<file path="src/rtl/fp_pkg.sv">
// fp_pkg: shared widths, word layout, status bits and
// converter state encoding for the FPU integer path.
package fp_pkg;

  localparam int EXP_W  = 6;
  localparam int MANT_W = 25;
  localparam int BIAS   = 31;
  localparam int SIG_W  = MANT_W + 1;

  // Exponent field at which E reaches 31 (saturation)
  localparam logic [EXP_W-1:0] SAT_EXP = 6'(BIAS + 31);

  typedef struct packed {
    logic              sign;
    logic [EXP_W-1:0]  exp;
    logic [MANT_W-1:0] mant;
  } fp_word_t;

  localparam int ST_OVF  = 3;
  localparam int ST_INX  = 2;
  localparam int ST_ZERO = 1;
  localparam int ST_NEG  = 0;

  typedef enum logic [1:0] {
    F2I_IDLE,
    F2I_SHIFT,
    F2I_ROUND
  } f2i_state_t;

  typedef enum logic [1:0] {
    CLS_ZERO,
    CLS_NORM,
    CLS_UNDER,
    CLS_OVER
  } fp_class_t;

endpackage

</file>
<file path="src/rtl/fp_unpack.sv">
// fp_unpack: splits an FPU word into sign, unbiased
// exponent, significand {1,m} and magnitude class.
module fp_unpack
  import fp_pkg::*;
(
  input  fp_word_t                op_i,
  output logic                    sign_o,
  output logic signed [EXP_W:0]   exp_o,
  output logic [SIG_W-1:0]        sig_o,
  output fp_class_t               cls_o
);

  logic is_zero;
  logic is_under;
  logic is_over;

  // Field split and classification by exponent range
  always_comb begin
    sign_o   = op_i.sign;
    exp_o    = $signed({1'b0, op_i.exp})
             - $signed(7'(BIAS));
    sig_o    = {1'b1, op_i.mant};
    is_zero  = (op_i.exp == '0);
    is_under = !is_zero
             && (op_i.exp < 6'(BIAS));
    is_over  = (op_i.exp >= SAT_EXP);
    unique case (1'b1)
      is_zero:  cls_o = CLS_ZERO;
      is_under: cls_o = CLS_UNDER;
      is_over:  cls_o = CLS_OVER;
      default:  cls_o = CLS_NORM;
    endcase
  end

endmodule

</file>
<file path="src/rtl/fp_to_int.sv">
// fp_to_int: iterative FPU-word to int32 converter.
// Build option FP2INT_ROUND_EN: round-half-away, else truncate.
module fp_to_int
  import fp_pkg::*;
(
  input  logic        clock100KHz,
  input  logic        reset,
  input  logic        start,
  input  logic [31:0] op_in,
  output logic        busy,
  output logic        done,
  output logic [31:0] result_out,
  output logic [3:0]  status_out
);

  fp_word_t             op_w;
  logic                 u_sign;
  logic signed [EXP_W:0] u_exp;
  logic [SIG_W-1:0]     u_sig;
  fp_class_t            u_cls;

  assign op_w = op_in;

  fp_unpack u_unpack (
    .op_i   (op_w),
    .sign_o (u_sign),
    .exp_o  (u_exp),
    .sig_o  (u_sig),
    .cls_o  (u_cls)
  );

  f2i_state_t  state_q, state_d;
  logic [4:0]  cnt_q, cnt_d;
  logic [31:0] mag_q, mag_d;
  logic        rnd_q, rnd_d;
  logic        stk_q, stk_d;
  logic        left_q, left_d;
  logic        sign_q, sign_d;
  logic        min_q, min_d;
  fp_class_t   cls_q, cls_d;
  logic        busy_q, busy_d;
  logic        done_q, done_d;
  logic [31:0] res_q, res_d;
  logic [3:0]  stat_q, stat_d;

  logic        inc;
  logic [32:0] rmag;
  logic [31:0] fres;
  logic        fovf;
  logic        finx;

  // Round, sign and saturate the aligned magnitude
  always_comb begin
`ifdef FP2INT_ROUND_EN
    inc = rnd_q;
`else
    inc = 1'b0;
`endif
    rmag = {1'b0, mag_q} + {32'b0, inc};
    fres = '0;
    fovf = 1'b0;
    finx = 1'b0;
    if (cls_q == CLS_OVER && min_q) begin
      fres = 32'h8000_0000;
    end else if (cls_q == CLS_OVER) begin
      fres = sign_q ? 32'h8000_0000
                    : 32'h7FFF_FFFF;
      fovf = 1'b1;
    end else if (!sign_q
                 && rmag >= 33'h0_8000_0000) begin
      fres = 32'h7FFF_FFFF;
      fovf = 1'b1;
    end else if (sign_q
                 && rmag > 33'h0_8000_0000) begin
      fres = 32'h8000_0000;
      fovf = 1'b1;
    end else begin
      fres = sign_q ? (~rmag[31:0] + 32'd1)
                    : rmag[31:0];
      finx = rnd_q | stk_q;
    end
  end

  // Conversion sequencer: classify, shift, finish
  always_comb begin
    state_d = state_q;
    cnt_d   = cnt_q;
    mag_d   = mag_q;
    rnd_d   = rnd_q;
    stk_d   = stk_q;
    left_d  = left_q;
    sign_d  = sign_q;
    min_d   = min_q;
    cls_d   = cls_q;
    busy_d  = busy_q;
    done_d  = 1'b0;
    res_d   = res_q;
    stat_d  = stat_q;
    unique case (state_q)
      F2I_IDLE: begin
        if (start) begin
          sign_d = u_sign;
          cls_d  = u_cls;
          min_d  = op_w.sign
                && op_w.exp == SAT_EXP
                && op_w.mant == '0;
          cnt_d  = '0;
          mag_d  = '0;
          rnd_d  = 1'b0;
          stk_d  = 1'b0;
          left_d = 1'b0;
          busy_d = 1'b1;
          unique case (u_cls)
            CLS_NORM: begin
              mag_d = {6'b0, u_sig};
              if (u_exp >= 7'sd25) begin
                left_d = 1'b1;
                cnt_d  = 5'(u_exp - 7'sd25);
              end else begin
                cnt_d  = 5'(7'sd25 - u_exp);
              end
            end
            CLS_UNDER: begin
              rnd_d = (u_exp == -7'sd1);
              stk_d = rnd_d ? |op_w.mant
                            : 1'b1;
            end
            default: ;
          endcase
          state_d = (cnt_d == '0) ? F2I_ROUND
                                  : F2I_SHIFT;
        end
      end
      F2I_SHIFT: begin
        if (left_q) begin
          mag_d = {mag_q[30:0], 1'b0};
        end else begin
          mag_d = {1'b0, mag_q[31:1]};
          rnd_d = mag_q[0];
          stk_d = stk_q | rnd_q;
        end
        cnt_d = cnt_q - 5'd1;
        if (cnt_q == 5'd1) state_d = F2I_ROUND;
      end
      F2I_ROUND: begin
        res_d           = fres;
        stat_d[ST_OVF]  = fovf;
        stat_d[ST_INX]  = finx;
        stat_d[ST_ZERO] = (fres == '0);
        stat_d[ST_NEG]  = fres[31];
        done_d  = 1'b1;
        busy_d  = 1'b0;
        state_d = F2I_IDLE;
      end
      default: state_d = F2I_IDLE;
    endcase
  end

  // State and output registers
  always_ff @(posedge clock100KHz or negedge reset) begin
    if (!reset) begin
      state_q <= F2I_IDLE;
      cnt_q   <= '0;
      mag_q   <= '0;
      rnd_q   <= 1'b0;
      stk_q   <= 1'b0;
      left_q  <= 1'b0;
      sign_q  <= 1'b0;
      min_q   <= 1'b0;
      cls_q   <= CLS_ZERO;
      busy_q  <= 1'b0;
      done_q  <= 1'b0;
      res_q   <= '0;
      stat_q  <= '0;
    end else begin
      state_q <= state_d;
      cnt_q   <= cnt_d;
      mag_q   <= mag_d;
      rnd_q   <= rnd_d;
      stk_q   <= stk_d;
      left_q  <= left_d;
      sign_q  <= sign_d;
      min_q   <= min_d;
      cls_q   <= cls_d;
      busy_q  <= busy_d;
      done_q  <= done_d;
      res_q   <= res_d;
      stat_q  <= stat_d;
    end
  end

  assign busy       = busy_q;
  assign done       = done_q;
  assign result_out = res_q;
  assign status_out = stat_q;

endmodule

</file>
<file path="config.mk">
export PLATFORM = sky130hd
export DESIGN_NAME = fp_to_int
export DESIGN_NICKNAME = d
export VERILOG_FILES = /design/src/rtl/fp_pkg.sv /design/src/rtl/fp_unpack.sv /design/src/rtl/fp_to_int.sv
export SDC_FILE = /design/constraint.sdc
export NUM_CORES = 1
export LEC_CHECK = 0
export CAP_MARGIN = 20
export CORE_MARGIN = 2
export CORE_UTILIZATION = 33
export DETAILED_ROUTE_END_ITERATION = 12
export PLACE_DENSITY = 0.64
export SETUP_SLACK_MARGIN = 0.5
export SLEW_MARGIN = 20
export SYNTH_ARGS = -nofsm -noshare
export SYNTH_HDL_FRONTEND = slang
export SYNTH_HIERARCHICAL = 1
export SYNTH_SLANG_ARGS = --single-unit
</file>
<file path="constraint.sdc">
create_clock -name clock100KHz -period 4.5 [get_ports clock100KHz]
set_input_delay 0.9 -clock clock100KHz [delete_from_list [all_inputs] [get_ports clock100KHz]]
set_output_delay 0.9 -clock clock100KHz [all_outputs]
set_load 0.05 [all_outputs]
</file>
==> out/results.txt, run 1 <==
status - complete, no violations
Post-CTS Setup Repair Bufs - 0
row count - 47
min cycle time layout - 3.71 ns
IO buf count - 72
kind of critical path - input pin to flip-flop
area of the die - 0.0182 sq mm
reg2reg start - mag_q[0]
Post-Syn Area - 0.00566 sq mm
grt met3 use - 2.85%
met1 usage - 27.0%
Synth area leader - dfrtp_1
post-route cell area - 0.00660 sq mm
Critical Path AT - 3.99 ns
CP startpoint kind - input pin
Yosys top cell area share - 36.7%
setup slack, reg-to-reg - 0.94 ns
Max-Cap Viols - 0
Max stage delay on crit path - 0.55 ns
CTS Hold Bufs - 0
Detailed Route WL - 14600 um
worst path bufs/invs - 2
Antenna Violating Nets Remaining - 0
period utilization - 82.4%
crit path cell chain - clkdlybuf4s50_1, ha_1, xor2_1, inv_1, ha_1, nand2_1, a31oi_1, o21bai_1, mux2_2, xnor2_1, nor2_1, nor3_1, a22o_1
post-synthesis sequential area ratio - 36.7%
count leader, synth - dfrtp_1
# IOs - 73
grt total ovfl - 0
root buf cell - clkbuf_16
maximum vdd ir drop - 0.418 mV
Residual DRC - 0
number of synthesized flops with an enable pin - 0
R2R cell count - 10
CTS tree - built
area delta synth->final - 16.6%
CP Capture Type - flip-flop
mean post-synth cell area - 8.47 sq um
Max Clock Freq - 0.270 GHz
met2 usage - 21.5%
synth unique cells - 65
# clock sinks - 83
pwr/cell area - 769 mW/mm^2
clk_lat worst skew - 0.35 ns
crit path to - state_q[1]
Cells after Synth - 668
Yosys reg bits - 83
Num CTS Buffers - 9
ys flop type - dfrtp_1
initial core utilization - 33.9%
Critical Path Start - op_in[26]
Async S/R FF share, synth - 100%
LEAKAGE - 2.53 nW
Slew Limit Fails - 0
DR WL/cell - 16.3 um
Die X - 135 um
RSZ-0062 raised after global routing - no
final core utilization - 39.5%
Least-Margin Pin Slew - 0.820 ns
clk buf depth - 2
die height - 135 um
kind of cell adding the most delay to the critical path - buffers and inverters
Slew HR - 45.3%
RePlAce Congestion - 0.900
Max Clock Skew - 0.00683 ns
Post-DP Area - 0.00629 sq mm
routed vias - 4951
CTS resizes - 0
drt first pass iters - 5
1st-iter DRT viols - 561
worst hold path class - flip-flop to flip-flop
register clock-pin slew on the reported worst setup and hold paths - 0.06 ns
final net count - 721
number of synthesis warnings - 6
CP max stage cell - clkdlybuf4s50_1
final hold viol count - 0
Via density - 5.50
Mapped Nets - 714
H-tree levels - 3
initial antenna violation count - 0
core area - 0.0167 sq mm
synth cell count leaders - 83 x dfrtp_1, 69 x nand2_1, 67 x o21ai_0, 54 x a21oi_1, 46 x clkbuf_1
setup TNS - 0 ns
most used routing layer - met1
most frequent cell on the critical path - ha_1
proportion of layout cells with a drive suffix above 1 - 6.18%
vias in the first global route - 4412
instance count on the critical path - 13
Filler Cell Count - 1727
Final setup viols - 0
Critical Path RT - 4.79 ns
pin count of the biggest net entering global routing - 66
Worst Path Max Fanout - 6
Total GRT Usage - 16.5%
top cells by area, synth - dfrtp_1 37%, o21ai_0 5.9%, mux2i_1 5.5%
n_diodes - 0
hpwl dp - 10600 um
global-route wire length before repair - 24000 um
reg2reg end - status_out[1]
report_power, final:
part           switching, mW  internal, mW
combinational           1.71          1.06
clock                  0.296         0.484
sequential             0.452          1.07
area by class of cell:
type / count / area (sq um) / area share (%)
clock buffers: 11 / 233 / 3.52
repair buffers: 81 / 786 / 11.9
multi-input cells: 485 / 3100 / 46.9
flip-flops and latches: 83 / 2080 / 31.5
well taps: 220 / 275 / 4.17
clock inverters: 5 / 77.6 / 1.17
inverters: 15 / 56.3 / 0.853
flip-flops by register name, indices dropped and copies added (netlist names):
| register | count |
|---|---|
| mag_q | 32 |
| left_q | 1 |
| status_out | 4 |
| min_q | 1 |
| busy | 1 |
| sign_q | 1 |
| done | 1 |
| cnt_q | 5 |
| stk_q | 1 |
| cls_q | 2 |
| result_out | 31 |
| state_q | 2 |
| rnd_q | 1 |
routing by layer:
| metal | up-vias | wire (um) |
|---|---|---|
| met5 | - | 0 |
| met4 | 0 | 177 |
| met3 | 13 | 768 |
| met2 | 141 | 5940 |
| met1 | 2372 | 7760 |
| li1 | 2425 | - |
layout by cell type, fill, tap and decap left out, types with 9 or more instances in the layout:
cell / netlist / layout
inv_1: 15 / 15
mux2i_1: 31 / 31
a31oi_1: 9 / 9
ha_1: 11 / 11
xnor2_1: 23 / 23
nand3_1: 14 / 14
nor3_1: 9 / 9
nand2_1: 69 / 69
clkbuf_16: 0 / 9
o31ai_1: 10 / 10
a21oi_1: 54 / 54
o21ai_0: 67 / 66
a221oi_1: 26 / 26
clkdlybuf4s50_1: 0 / 71
buf_4: 28 / 10
nor2_1: 41 / 41
dfrtp_1: 83 / 83
nor4_1: 10 / 10
worst min path at each step:
stage / cells past startpoint / slack [ns] / end / startpoint
global placement: 2 / 0.46 / result_out[26] / result_out[26]
global route: 2 / 0.50 / cls_q[0] / cls_q[0]
floorplan: 2 / 0.45 / cls_q[0] / cls_q[0]
detailed placement: 2 / 0.46 / cls_q[0] / cls_q[0]
finish: 2 / 0.47 / result_out[26] / result_out[26]
CTS: 2 / 0.48 / cls_q[0] / cls_q[0]
metrics by stage:
stage / total power, mW / setup WS [ns] / hold slack, ns / cells
finish: 5.07 / 0.794 / 0.474 / 900
global route: 5.43 / 0.527 / 0.505 / 900
CTS: 5.07 / 0.790 / 0.478 / 900
detailed placement: 4.28 / 0.420 / 0.463 / 884
global placement: 4.25 / 0.562 / 0.456 / 884
floorplan: 3.48 / 1.36 / 0.446 / 668
worst register-to-register path, stage by stage, from the launching register on:
cell and delay [ns]:
dfrtp_1 0.50, inv_1 0.10, ha_1 0.18, or3b_2 0.53, or4_4 0.57, nand2_2 0.09
xnor2_1 0.12, or4_1 0.56, or4_1 0.51, o21ai_1 0.15, a32o_1 0.18
kinds of logic (layout without fill, tap and decap cells):
logic type,after synthesis,in the layout,synth area share [%]
other cells,1,1,0.0662
xor+xnor,29,29,4.49
mux,34,34,6.08
flops,83,83,36.7
simple gates,200,200,17.8
compound gates,210,210,23.7
buf+inv,100,112,8.71
fa+ha+maj,11,11,2.43
Power figures use the tool's default switching activity.
==> inputs of run 2 (changes only) <==
Settings changed: PLACE_DENSITY 0.64 to 0.66.
Clock period 4.5 ns to 3.1 ns, I/O delays scaled along.
==> run 2 against run 1 <==
Utilization increased by 4.2 points. Clock power increased by 37%. First-iteration DRC count decreased by 28%. Sequential cell count unchanged. Global-route usage increased by 0.69 points. Sequential share of layout area decreased by 3.0 points. Largest power group unchanged. Cell count increased by 6.9%. Via count increased by 4.3%.
==> out/results.txt, run 2 (synthesis results as in run 1) <==
Slew Limit Fails - 0 (unchanged)
Slew HR - 55.8% (+10 points)
CP startpoint kind - flip-flop
Max Clock Skew - 0.0106 ns (+0.00377 ns)
Combinational Power Share - 61.5% (+6.9 points)
routed vias - 5166 (+4.3%)
Critical Path RT - 3.38 ns (-1.41 ns)
RePlAce Congestion - 0.895 (-0.56%)
Filler Cell Count - 1662 (-3.8%)
kind of cell adding the most delay to the critical path - simple AND/OR/NAND/NOR gates
worst hold path class - input pin to async pin
DR WL/cell - 16.1 um (-1.2%)
maximum vdd ir drop - 0.574 mV (+37%)
Max Clock Freq - 0.331 GHz
proportion of layout cells with a drive suffix above 1 - 19.5% (+13 points)
status - complete, no violations
initial core utilization - 33.9% (unchanged)
pwr/cell area - 1080 mW/mm^2 (+41%)
initial antenna violation count - 0 (unchanged)
final net count - 783 (+8.6%)
footprint of the multi-input gates - 0.00332 sq mm (+7.2%)
CTS tree - built
1st-iter DRT viols - 406 (-28%)
Worst Path Max Fanout - 5 (-1)
clk_lat worst skew - 0.35 ns (about the same)
Critical Path AT - 3.30 ns (-0.69 ns)
Switch Pwr - 3.73 mW (+52%)
Storage cell area - 0.00208 sq mm (about the same)
Max stage delay on crit path - 0.58 ns (+0.03 ns)
Int Power - 4.16 mW (+59%)
final hold viol count - 0 (unchanged)
Final setup viols - 0 (unchanged)
Clk pwr share - 13.6% (-1.8 points)
commonest non-fill, non-tap cell in the layout - dfrtp_1
Least-Margin Pin Slew - 0.663 ns (-0.157 ns)
CP max stage cell - or4_4
# clock sinks - 83 (unchanged)
CP Capture Type - flip-flop
most frequent cells in the layout - 82 x dfrtp_1, 69 x buf_4, 67 x nand2_1
final core utilization - 43.7% (+4.2 points)
IO buf count - 72 (unchanged)
Antenna Violating Nets Remaining - 0 (unchanged)
Final WS setup - 0.0759 ns (-0.718 ns)
min cycle time layout - 3.02 ns
H-tree levels - 3 (unchanged)
Via density - 5.37 (-2.4%)
hpwl dp - 11300 um (+7.0%)
global-route wire length before repair - 25200 um (+5.1%)
Placed Cells - 940 (+6.3%)
pre-CTS setup slack - -0.219 ns (-0.640 ns)
vias in the first global route - 4876 (+11%)
period utilization - 97.6%
Layout Cells excl Fill - 962 (+6.9%)
Largest Register - mag_q
clk buf depth - 2 (unchanged)
Max-Cap Viols - 0 (unchanged)
core area - 0.0167 sq mm (unchanged)
grt total ovfl - 0 (unchanged)
root buf cell - clkbuf_16
Flop pwr share - 25.0% (-5.0 points)
area delta synth->final - 29.0%
row count - 47 (unchanged)
RSZ-0062 raised after global routing - yes
n_diodes - 0 (unchanged)
kind of critical path - flip-flop to flip-flop
crit path cell chain - inv_2, ha_4, or3b_4, or4_4, buf_4, or3_4, o21ai_1, mux2_2, o21ai_0, o21ai_2, a32o_1
Total GRT Usage - 17.2% (+0.69 points)
Sw Share - 47.3% (-1.2 points)
Die X - 135 um (unchanged)
Num CTS Buffers - 9 (unchanged)
LEAKAGE - 2.90 nW (+14%)
register clock-pin slew on the reported worst setup and hold paths - 0.06 ns (about the same)
Residual DRC - 0 (unchanged)
pin count of the biggest net entering global routing - 54 (-18%)
Detailed Route WL - 15500 um (+5.6%)
# IOs - 73 (unchanged)
worst path bufs/invs - 2 (unchanged)
die height - 135 um (unchanged)
drt first pass iters - 5 (unchanged)
area of the die - 0.0182 sq mm (unchanged)
max FFs per register - 32 (unchanged)
-- run 2: cell count changes in the layout (fill, tap and decap cells not counted), moves of 4 or more --
cell,delta
ha_1,-5
inv_1,-5
or4_1,-4
o21ai_0,-7
buf_4,+59
clkdlybuf4s50_1,-5
or4_4,+4
o21ai_1,+5
-- run 2: what timing repair did --
item                       in CTS  in global routing
pin swaps                       4                  9
hold buffers                    0                  0
buffers inserted                4                  2
setup endpoints to repair      40                 31
gates resized for setup        17                 36
-- run 2: area by class of cell --
class / instances / share of cell area [%]
multi-input cells: 485 / 45.5
well taps: 220 / 3.77
clock buffers: 11 / 3.32
repair buffers: 143 / 17.4
inverters: 15 / 0.857
clock inverters: 5 / 0.720
flip-flops and latches: 83 / 28.5
-- run 2: per-layer routing --
metal	share of wire, %	vias to the layer above	GRT usage [%]
li1	-	2551	-
met1	51	2455	25.8
met2	43	145	25.4
met3	4.6	15	2.40
met4	1.6	0	5.32
met5	0	-	0
-- run 2: power by group through the flow --
stage | clock, mW | combinational [mW] | sequential, mW
after floorplan | 0 | 2.52 | 2.58
after global placement | 0 | 4.60 | 1.95
after detailed placement | 0 | 4.62 | 1.97
after CTS | 1.09 | 4.70 | 1.95
after global routing | 1.14 | 5.28 | 2.04
final | 1.07 | 4.85 | 1.97
-- run 2: worst paths after layout --
kind	start	to	slack, ns	cells past startpoint
max	mag_q[1]	status_out[1]	0.08	11
min	reset	cnt_q[3]	0.30	1
max reg2reg	mag_q[1]	status_out[1]	0.08	11
min reg2reg	result_out[20]	result_out[20]	0.47	2
max in group asynchronous	reset	result_out[14]	2.17	2
min in group clock100KHz	result_out[20]	result_out[20]	0.47	2
-- run 2: per-stage QoR --
step | total power, mW | area [sq um] | hold WS [ns] | TNS, ns
final | 7.89 | 7300 | 0.298 | 0
after detailed placement | 6.60 | 6820 | 0.467 | -0.604
after CTS | 7.74 | 7170 | 0.329 | 0
after global routing | 8.46 | 7300 | 0.358 | -0.0262
after global placement | 6.55 | 6820 | 0.455 | -0.408
after floorplan | 5.10 | 5740 | 0.324 | 0
==> inputs of run 3 (changes only) <==
Settings changed: ABC_AREA set to 1, CORE_ASPECT_RATIO set to 1.25.
==> run 3 against run 2 <==
Die area increased by 5.0%. Maximum frequency up 28%. Area after synthesis up 5.1%. First-iteration DRC count grew 19%. Via count increased by 9.4%. Critical path type is now input pin to flip-flop. Non-clock buffer count is 46 lower. Sequential share of layout area is 0.85 points higher.
==> out/results.txt, run 3 <==
1st-iter DRT viols - 484 (+19%)
commonest non-fill, non-tap cell in the layout - nand2_1
Total GRT Usage - 17.4% (+0.25 points)
hpwl dp - 12400 um (+9.3%)
clk buf depth - 2 (unchanged)
Least-Margin Pin Slew - 0.696 ns (+0.0334 ns)
Max Clock Skew - 0.0141 ns (+0.00346 ns)
Via density - 5.04 (-6.1%)
die height - 154 um (+14%)
Antenna Violating Nets Remaining - 0 (unchanged)
Slew HR - 53.5% (-2.3 points)
Yosys top cell area share - 34.9% (-1.8 points)
Post-Syn Area - 0.00595 sq mm (+5.1%)
post-synthesis sequential area ratio - 34.9% (-1.8 points)
Critical Path AT - 2.61 ns (-0.69 ns)
# IOs - 73 (unchanged)
RePlAce Congestion - 0.872 (-2.6%)
area delta synth->final - 19.1%
mean post-synth cell area - 7.00 sq um (-17%)
DR WL/cell - 14.5 um (-9.5%)
Final setup viols - 0 (unchanged)
CP startpoint kind - input pin
setup TNS - 0 ns (unchanged)
count leader, synth - nand2_1
pwr/cell area - 1080 mW/mm^2 (+0.28%)
synth cell count leaders - 192 x nand2_1, 86 x nand3_1, 86 x nor2_1, 83 x dfrtp_1, 79 x o21ai_0
Switch Pwr - 3.96 mW (+6.2%)
vias in the first global route - 5354 (+9.8%)
Max stage delay on crit path - 0.31 ns (-0.27 ns)
# clock sinks - 83 (unchanged)
initial antenna violation count - 0 (unchanged)
Tot Pwr - 7.68 mW (-2.7%)
Flop pwr share - 25.7% (+0.7 points)
most frequent cell on the critical path - nand2_1
routed vias - 5652 (+9.4%)
Clk pwr share - 13.3% (-0.3 points)
grt total ovfl - 0 (unchanged)
CP Capture Type - flip-flop
Int Power - 3.72 mW (-11%)
proportion of layout cells with a drive suffix above 1 - 9.25% (-10 points)
pin count of the biggest net entering global routing - 49 (-9.3%)
Mapped Nets - 896 (+25%)
Max Clock Freq - 0.423 GHz (+28%)
max FFs per register - 32 (unchanged)
CTS Hold Bufs - 0 (unchanged)
number of synthesized flops with an enable pin - 0 (unchanged)
maximum vdd ir drop - 0.409 mV (-29%)
Detailed Route WL - 16300 um (+5.4%)
Die X - 124 um (-8.1%)
drt first pass iters - 6 (+1)
Num CTS Buffers - 9 (unchanged)
final hold viol count - 0 (unchanged)
RSZ-0062 raised after global routing - yes
Yosys reg bits - 83 (unchanged)
n_diodes - 0 (unchanged)
synth unique cells - 39 (-40%)
ys flop type - dfrtp_1
clk_lat worst skew - 0.35 ns (about the same)
min cycle time layout - 2.37 ns (-0.658 ns)
final net count - 938 (+20%)
Sw Share - 51.6% (+4.3 points)
Slew Limit Fails - 0 (unchanged)
initial core utilization - 33.9% (about the same)
root buf cell - clkbuf_16
area of the die - 0.0191 sq mm (+5.0%)
global-route wire length before repair - 26700 um (+5.8%)
Async S/R FF share, synth - 100% (unchanged)
register clock-pin slew on the reported worst setup and hold paths - 0.06 ns (about the same)
H-tree levels - 3 (unchanged)
kind of critical path - input pin to flip-flop
crit path cell chain - clkdlybuf4s15_1, inv_1, ha_1, inv_2, ha_2, nand2_1, nand2_1, a21oi_2, o21bai_1, nand2_1, inv_2, nand2_1, o211ai_1, nand2_1, nor2_1, nand2_1, nand2_1, nand2_1
IO buf count - 72 (unchanged)
setup slack, reg-to-reg - 0.73 ns (+0.66 ns)
CP max stage cell - ha_1
number of synthesis warnings - 6 (unchanged)
Residual DRC - 0 (unchanged)
Cells after Synth - 850 (+27%)
period utilization - 76.3% (-21 points)
LEAKAGE - 3.31 nW (+14%)
Max-Cap Viols - 0 (unchanged)
CTS tree - built
top cells by area, synth - dfrtp_1 35%, nand2_1 12%, nand3_1 7.2%
Combinational Power Share - 61.0% (-0.5 points)
core area - 0.0176 sq mm (+5.2%)
most frequent cells in the layout - 192 x nand2_1, 86 x nand3_1, 85 x nor2_1
Critical Path RT - 3.34 ns (-0.04 ns)
status - complete, no violations
Worst Path Max Fanout - 7 (+2)
worst hold path class - input pin to async pin
Largest Register - mag_q
row count - 54 (+15%)
Synth area leader - dfrtp_1
run 3: cell count changes after synthesis, moves of 10 or more:
| cell | previous run | this run |
|---|---|---|
| a22oi_1 | 2 | 19 |
| clkbuf_1 | 46 | 24 |
| a31oi_1 | 9 | 19 |
| mux2i_1 | 31 | 0 |
| xnor2_1 | 23 | 5 |
| nand3_1 | 14 | 86 |
| a221oi_1 | 26 | 0 |
| o21ai_0 | 67 | 79 |
| inv_1 | 15 | 69 |
| nand2_1 | 69 | 192 |
| nor2_1 | 41 | 86 |
run 3: path summary, 6_finish.rpt:
check / endpoint / cells after the start / startpoint
max: state_q[0] / 18 / op_in[26]
max in group asynchronous: done / 2 / reset
min reg2reg: result_out[30] / 1 / result_out[30]
min in group clock100KHz: result_out[30] / 1 / result_out[30]
min: mag_q[0] / 1 / reset
max reg2reg: status_out[1] / 16 / mag_q[1]
run 3: cells by family after synthesis:
| family | after synthesis | share of synthesized area (%) |
|---|---|---|
| AO/OA/AOI/OAI | 190 | 18.3 |
| XOR/XNOR | 18 | 2.65 |
| adder cells (fa/ha/maj) | 11 | 2.31 |
| buffers and inverters | 145 | 11.9 |
| flip-flops | 83 | 34.9 |
| other | 1 | 0.0630 |
| AND/OR/NAND/NOR | 402 | 29.9 |
run 3: through the flow:
stage	setup WS [ns]	cells	hold WS (ns)	utilization (%)	instance area [sq um]
floorplan	0.620	850	0.324	-	5950
global placement	0.0325	1100	0.462	38.3	6730
detailed placement	-0.0836	1100	0.465	38.3	6730
CTS	0.571	1118	0.261	40.0	7030
global route	0.485	1121	0.282	40.3	7090
finish	0.734	1121	0.239	40.3	7090
run 3: power by group through the flow:
| stage | sequential, mW | combinational (mW) | clock, mW |
|---|---|---|---|
| after floorplan | 2.65 | 2.67 | 0 |
| after global placement | 1.96 | 4.62 | 0 |
| after detailed placement | 1.98 | 4.65 | 0 |
| after CTS | 1.97 | 4.67 | 1.03 |
| after global routing | 2.05 | 5.22 | 1.07 |
| final | 1.98 | 4.69 | 1.02 |
run 3: routing by layer:
layer / share of wire, % / global-route usage (%) / up-vias
met5: 0 / 0 / -
li1: - / - / 2902
met4: 3.5 / 7.44 / 0
met3: 4.7 / 2.71 / 28
met1: 46 / 23.7 / 2584
met2: 46 / 27.2 / 138
run 3: what timing repair did:
item	in CTS	in global routing
buffers inserted	2	2
pin swaps	2	2
cloned	0	1
resized for setup	6	10
setup endpoints to repair	6	8
endpoints found under the hold margin	0	0
run 3: worst max-delay path, delay by kind of cell:
family / cells / cell delay, ns
buf+inv: 4 / 0.52
fa+ha+maj: 2 / 0.50
simple gates: 9 / 0.69
compound gates: 3 / 0.28
run 3: cell type report:
cell class	instances	area, sq um
inverter	78	293
fill	1853	10500
clock inverter	6	41.3
sequential	83	2080
multi-input combinational	623	3210
clock buffer	10	239
tap	224	280
timing repair buffer	97	945
==> variant 1, RTL diff (config.mk and constraints of run 3) <==
Build with the macro `FP2INT_ROUND_EN` defined.
--- a/src/rtl/fp_to_int.sv
+++ b/src/rtl/fp_to_int.sv
@@ -1,5 +1,7 @@
 // fp_to_int: iterative FPU-word to int32 converter.
 // Build option FP2INT_ROUND_EN: round-half-away, else truncate.
+`define FP2INT_ROUND_EN
+
 module fp_to_int
   import fp_pkg::*;
 (
Check against the original RTL: not equivalent (Yosys sat finds a counterexample within 4 cycles, from zero or initial values and one cycle with reset low).
==> variant 1 against run 3 <==
Synthesized area is 14% higher; first-iteration DRC count down 3.1%; worst hold slack better by 61 ps; wire length grew 25%; sequential cell count did not move; non-clock buffer count rose by 92; die area is 14% higher; power rose by 27%; clock power up 16%; design area rose by 33%; worst setup slack got worse by 600 ps; highest routed layer unchanged.
==> variant 1: results (changes against run 3) <==
Synth
  • Post-synthesis cell type count: 47 (+21%)
  • Mux contribution to synthesized area: 0.147% (+0.15 points)
  • Mapped Nets: 1061 (+18%)
  • Mean Syn Cell Area: 6.70 um^2 (-4.3%)
  • Adder-Cell Fraction of Synth Area: 2.21% (-0.10 points)
  • Commonest cells in the synthesized netlist: nand2_1, nor2_1, inv_1
  • Seq/Total Area, Yosys: 30.6% (-4.3 points)
  • Synth Area in XOR/XNOR: 2.95% (+0.30 points)
  • Post-synth top flop: dfrtp_1
  • Compound-cell area share of the yosys netlist: 16.6% (-1.7 points)
  • Largest cells by area after synthesis: dfrtp_1, nand2_1, nand3_1, nor2_1, o21ai_0

CTS
  • H-tree levels: 3 (unchanged)
  • Worst-case clock buffer depth: 2 (unchanged)
  • CTS clk-pin slew, worst paths: 60 ps (about the same)

Global route
  • Global Route Usage Sum: 18.3% (+0.85 points)
  • Vias in the first global route: 6705 (+25%)
  • First-pass GRT wire length: 32400 um (+21%)
  • Initial antenna violation count: 0 (unchanged)
  • Largest net degree at the start of global routing: 84 (+71%)
  • GRT Residual Overflow: 0 (unchanged)

Final layout
  • Share of layout cells above drive strength 1: 27.1% (+18 points)
  • Layout Nets: 1198 (+28%)
  • Fill count: 2045 (+10%)
  • Biggest register: mag_q
  • Max reg flops: 32 (unchanged)

Setup path
  • Worst path max stage delay: 460 ps (+150 ps)
  • Crit end category: register
  • R2R cell count: 21 (+5)
  • Startpoint Class: register
  • Reg2reg setup slack: 140 ps (-600 ps)
  • CP arrival: 3210 ps (+600 ps)
  • Worst Path Buf+Inv: 2 (-2)
  • Worst Path Max Fanout: 6 (-1)
  • Launch point of the worst reg-to-reg path: inc
  • Slowest CP cell: dfrtp_1
  • Top cell family by delay on the critical path: simple AND/OR/NAND/NOR gates

Place
  • Final GP Congestion: 0.876 (+0.47%)
  • DP Worst Slack: -195 ps (-112 ps)
  • DP Wirelength: 15000 um (+21%)
  • Dpl cells: 1356 (+23%)
  • Area after DPL: 8040 um^2 (+19%)

Outcome
  • Status: completed

Power
  • Leak pwr: 4.29 nW (+29%)
  • Worst vdd ir: 0.000493 V (+21%)

Detailed routing
  • Wire per inst: 14.3 um (-1.4%)
  • WL final: 20400 um (+25%)
  • Vias per inst: 5.00 (-0.76%)
  • Initial drt markers: 469 (-3.1%)
  • First drt pass iteration count: 5 (-1)

STA
  • Slew headroom: 38.3% (-15 points)
  • Max Freq: 337 MHz (-20%)
  • Skew final: 7.80 ps (-6.26 ps)

Worst hold path
  • Hold crit path type: input port to asynchronous set/reset pin
==> variant 1: cell types whose count changed after synthesis, moves of 11 or more <==
cell     delta
a22oi_1    +11
nand2_2    +14
nor2_1     +13
nand2_1    +90
inv_1      +15
==> variant 1: power by group <==
part           leakage [nW]  internal [mW]  total (mW)  switching (mW)
clock network         0.155          0.727        1.18           0.448
registers              1.03           1.57        2.03           0.456
logic                  3.10           2.49        6.58            4.09
==> variant 1: what timing repair did <==
| action | CTS | global route |
|---|---|---|
| gates resized for setup | 61 | 142 |
| setup buffers | 21 | 29 |
| pin swaps | 37 | 66 |
| setup endpoints to repair | 57 | 38 |
| gates cloned | 0 | 4 |
==> variant 1: worst min path at each step <==
| stage | slack (ps) | startpoint | end | cells past startpoint |
|---|---|---|---|---|
| after floorplan | 320 | reset | busy | 0 |
| after detailed placement | 470 | result_out[27] | result_out[27] | 1 |
| after global placement | 460 | busy | busy | 2 |
| final | 300 | reset | mag_q[1] | 2 |
| after global routing | 350 | reset | mag_q[1] | 2 |
| after CTS | 320 | reset | mag_q[1] | 2 |
==> variant 1: metal layers <==
layer / share of wire (%) / routed length, um / vias to the layer above / GRT usage (%)
li1: - / - / 3610 / -
met1: 45 / 9300 / 3320 / 23.8
met5: 0 / 0 / - / 0
met3: 3.3 / 685 / 37 / 2.15
met4: 2.8 / 582 / 0 / 7.14
met2: 48 / 9890 / 168 / 31.2
==> variant 1: layout make-up <==
type	count	area (um^2)	area share (%)
timing repair buffer	189	1720	18.3
inverter	90	342	3.63
multi-input combinational	777	4600	48.9
sequential	83	2080	22.1
timing repair inverter	1	7.51	0.0797
clock inverter	6	88.8	0.944
tap	270	338	3.59
clock buffer	10	239	2.54
==> variant 2, RTL diff (settings of run 3) <==
Without the edit above. Take the reset off `res_q` and load it in a clocked block of its own.
--- a/src/rtl/fp_to_int.sv
+++ b/src/rtl/fp_to_int.sv
@@ -170,7 +170,6 @@
       cls_q   <= CLS_ZERO;
       busy_q  <= 1'b0;
       done_q  <= 1'b0;
-      res_q   <= '0;
       stat_q  <= '0;
     end else begin
       state_q <= state_d;
@@ -184,9 +183,12 @@
       cls_q   <= cls_d;
       busy_q  <= busy_d;
       done_q  <= done_d;
-      res_q   <= res_d;
       stat_q  <= stat_d;
     end
+  end
+
+  always_ff @(posedge clock100KHz) begin
+    res_q <= res_d;
   end
 
   assign busy       = busy_q;
Function: differs if reset is asserted again (counterexample within 4 cycles, from zero or initial values and one cycle with reset low); with reset held inactive, the same outputs for 4 cycles.
==> variant 2 against run 3 <==
Synthesized area is 0.95% higher; die area is 0.92% higher; sequential cell count is 1 higher; utilization is 0.19 points lower; wire length is 3.5% lower; power is 1.0% lower; largest cell class unchanged; design area is 1.8% higher; critical path depth is 2 lower; worst setup slack worse by 41 ps; sequential share of layout area is 2.1 points higher; global-route usage is 1.0 points lower.
==> variant 2: results (changes against run 3) <==
Outcome
  • Status: completed

Global route
  • First-pass GRT wire length: 25700 um (-3.6%)
  • Largest net degree at the start of global routing: 40 (-18%)
  • Global Route Usage Sum: 16.4% (-1.0 points)

Synth
  • Mapped Nets: 893 (-0.33%)
  • Post-synth EDFFs: 32 (+32)
  • Post-synthesis async set-or-reset flop share: 61.9% (-38 points)
  • Largest cells by area after synthesis: dfrtp_1, edfxtp_1, nand2_1, inv_1, nor2_1
  • Gate Count Post-Synth: 847 (-0.35%)
  • Seq/Total Area, Yosys: 37.7% (+2.8 points)
  • Compound-cell area share of the yosys netlist: 13.3% (-5.0 points)

Power
  • Worst vdd ir: 0.000325 V (-20%)
  • Leak pwr: 3.41 nW (+2.9%)

Final layout
  • Layout Nets: 951 (+1.4%)
  • Fill count: 1842 (-0.59%)
  • Share of layout cells above drive strength 1: 10.6% (+1.3 points)
  • Layout area overhead: 20.1%

Setup path
  • CP arrival: 2650 ps (+40 ps)
  • R2R cell count: 15 (-1)
  • Slowest CP cell: dlygate4sd2_1
  • Top cell family by delay on the critical path: compound AO/OA/AOI/OAI gates
  • Worst Path Max Fanout: 6 (-1)
  • Launch point of the worst reg-to-reg path: mag_q[17]
  • Setup crit start: op_in[25]

Detailed routing
  • First drt pass iteration count: 7 (+1)
  • Vias per inst: 4.85 (-3.7%)
  • Wire per inst: 13.8 um (-4.8%)
  • WL final: 15700 um (-3.5%)

Place
  • Dpl cells: 1116 (+1.5%)
  • DP Worst Slack: -53.5 ps (+30.1 ps)
  • Area after DPL: 6860 um^2 (+1.9%)

STA
  • Skew final: 8.53 ps (-5.53 ps)
## variant 2: power by group
group / total, mW / switching [mW] / leakage (nW) / internal [mW]
Sequential: 2.13 / 0.368 / 0.938 / 1.76
Clock: 0.994 / 0.415 / 0.135 / 0.579
Combinational: 4.49 / 3.01 / 2.34 / 1.48
## variant 2: per-layer routing
| layer | track usage, % | up-vias | share of wire (%) |
|---|---|---|---|
| met5 | 0 | - | 0 |
| li1 | - | 2837 | - |
| met3 | 2.53 | 27 | 4.9 |
| met2 | 27.0 | 172 | 47 |
| met1 | 21.4 | 2483 | 45 |
| met4 | 7.22 | 0 | 2.8 |
## variant 2: repair_timing
item	CTS	global route
resized for setup	7	6
endpoints found under the setup margin	6	8
pin swaps	2	3
gates cloned	0	1
setup buffers	3	2
hold buffers	0	0
## variant 2: cell type report
type                    count  share of cell area [%]
repair buffers            105                    13.5
clock buffers              13                    3.61
well taps                 228                    3.95
flip-flops and latches     84                    31.4
clock inverters             2                   0.139
multi-input cells         600                    41.9
inverters                 105                    5.46
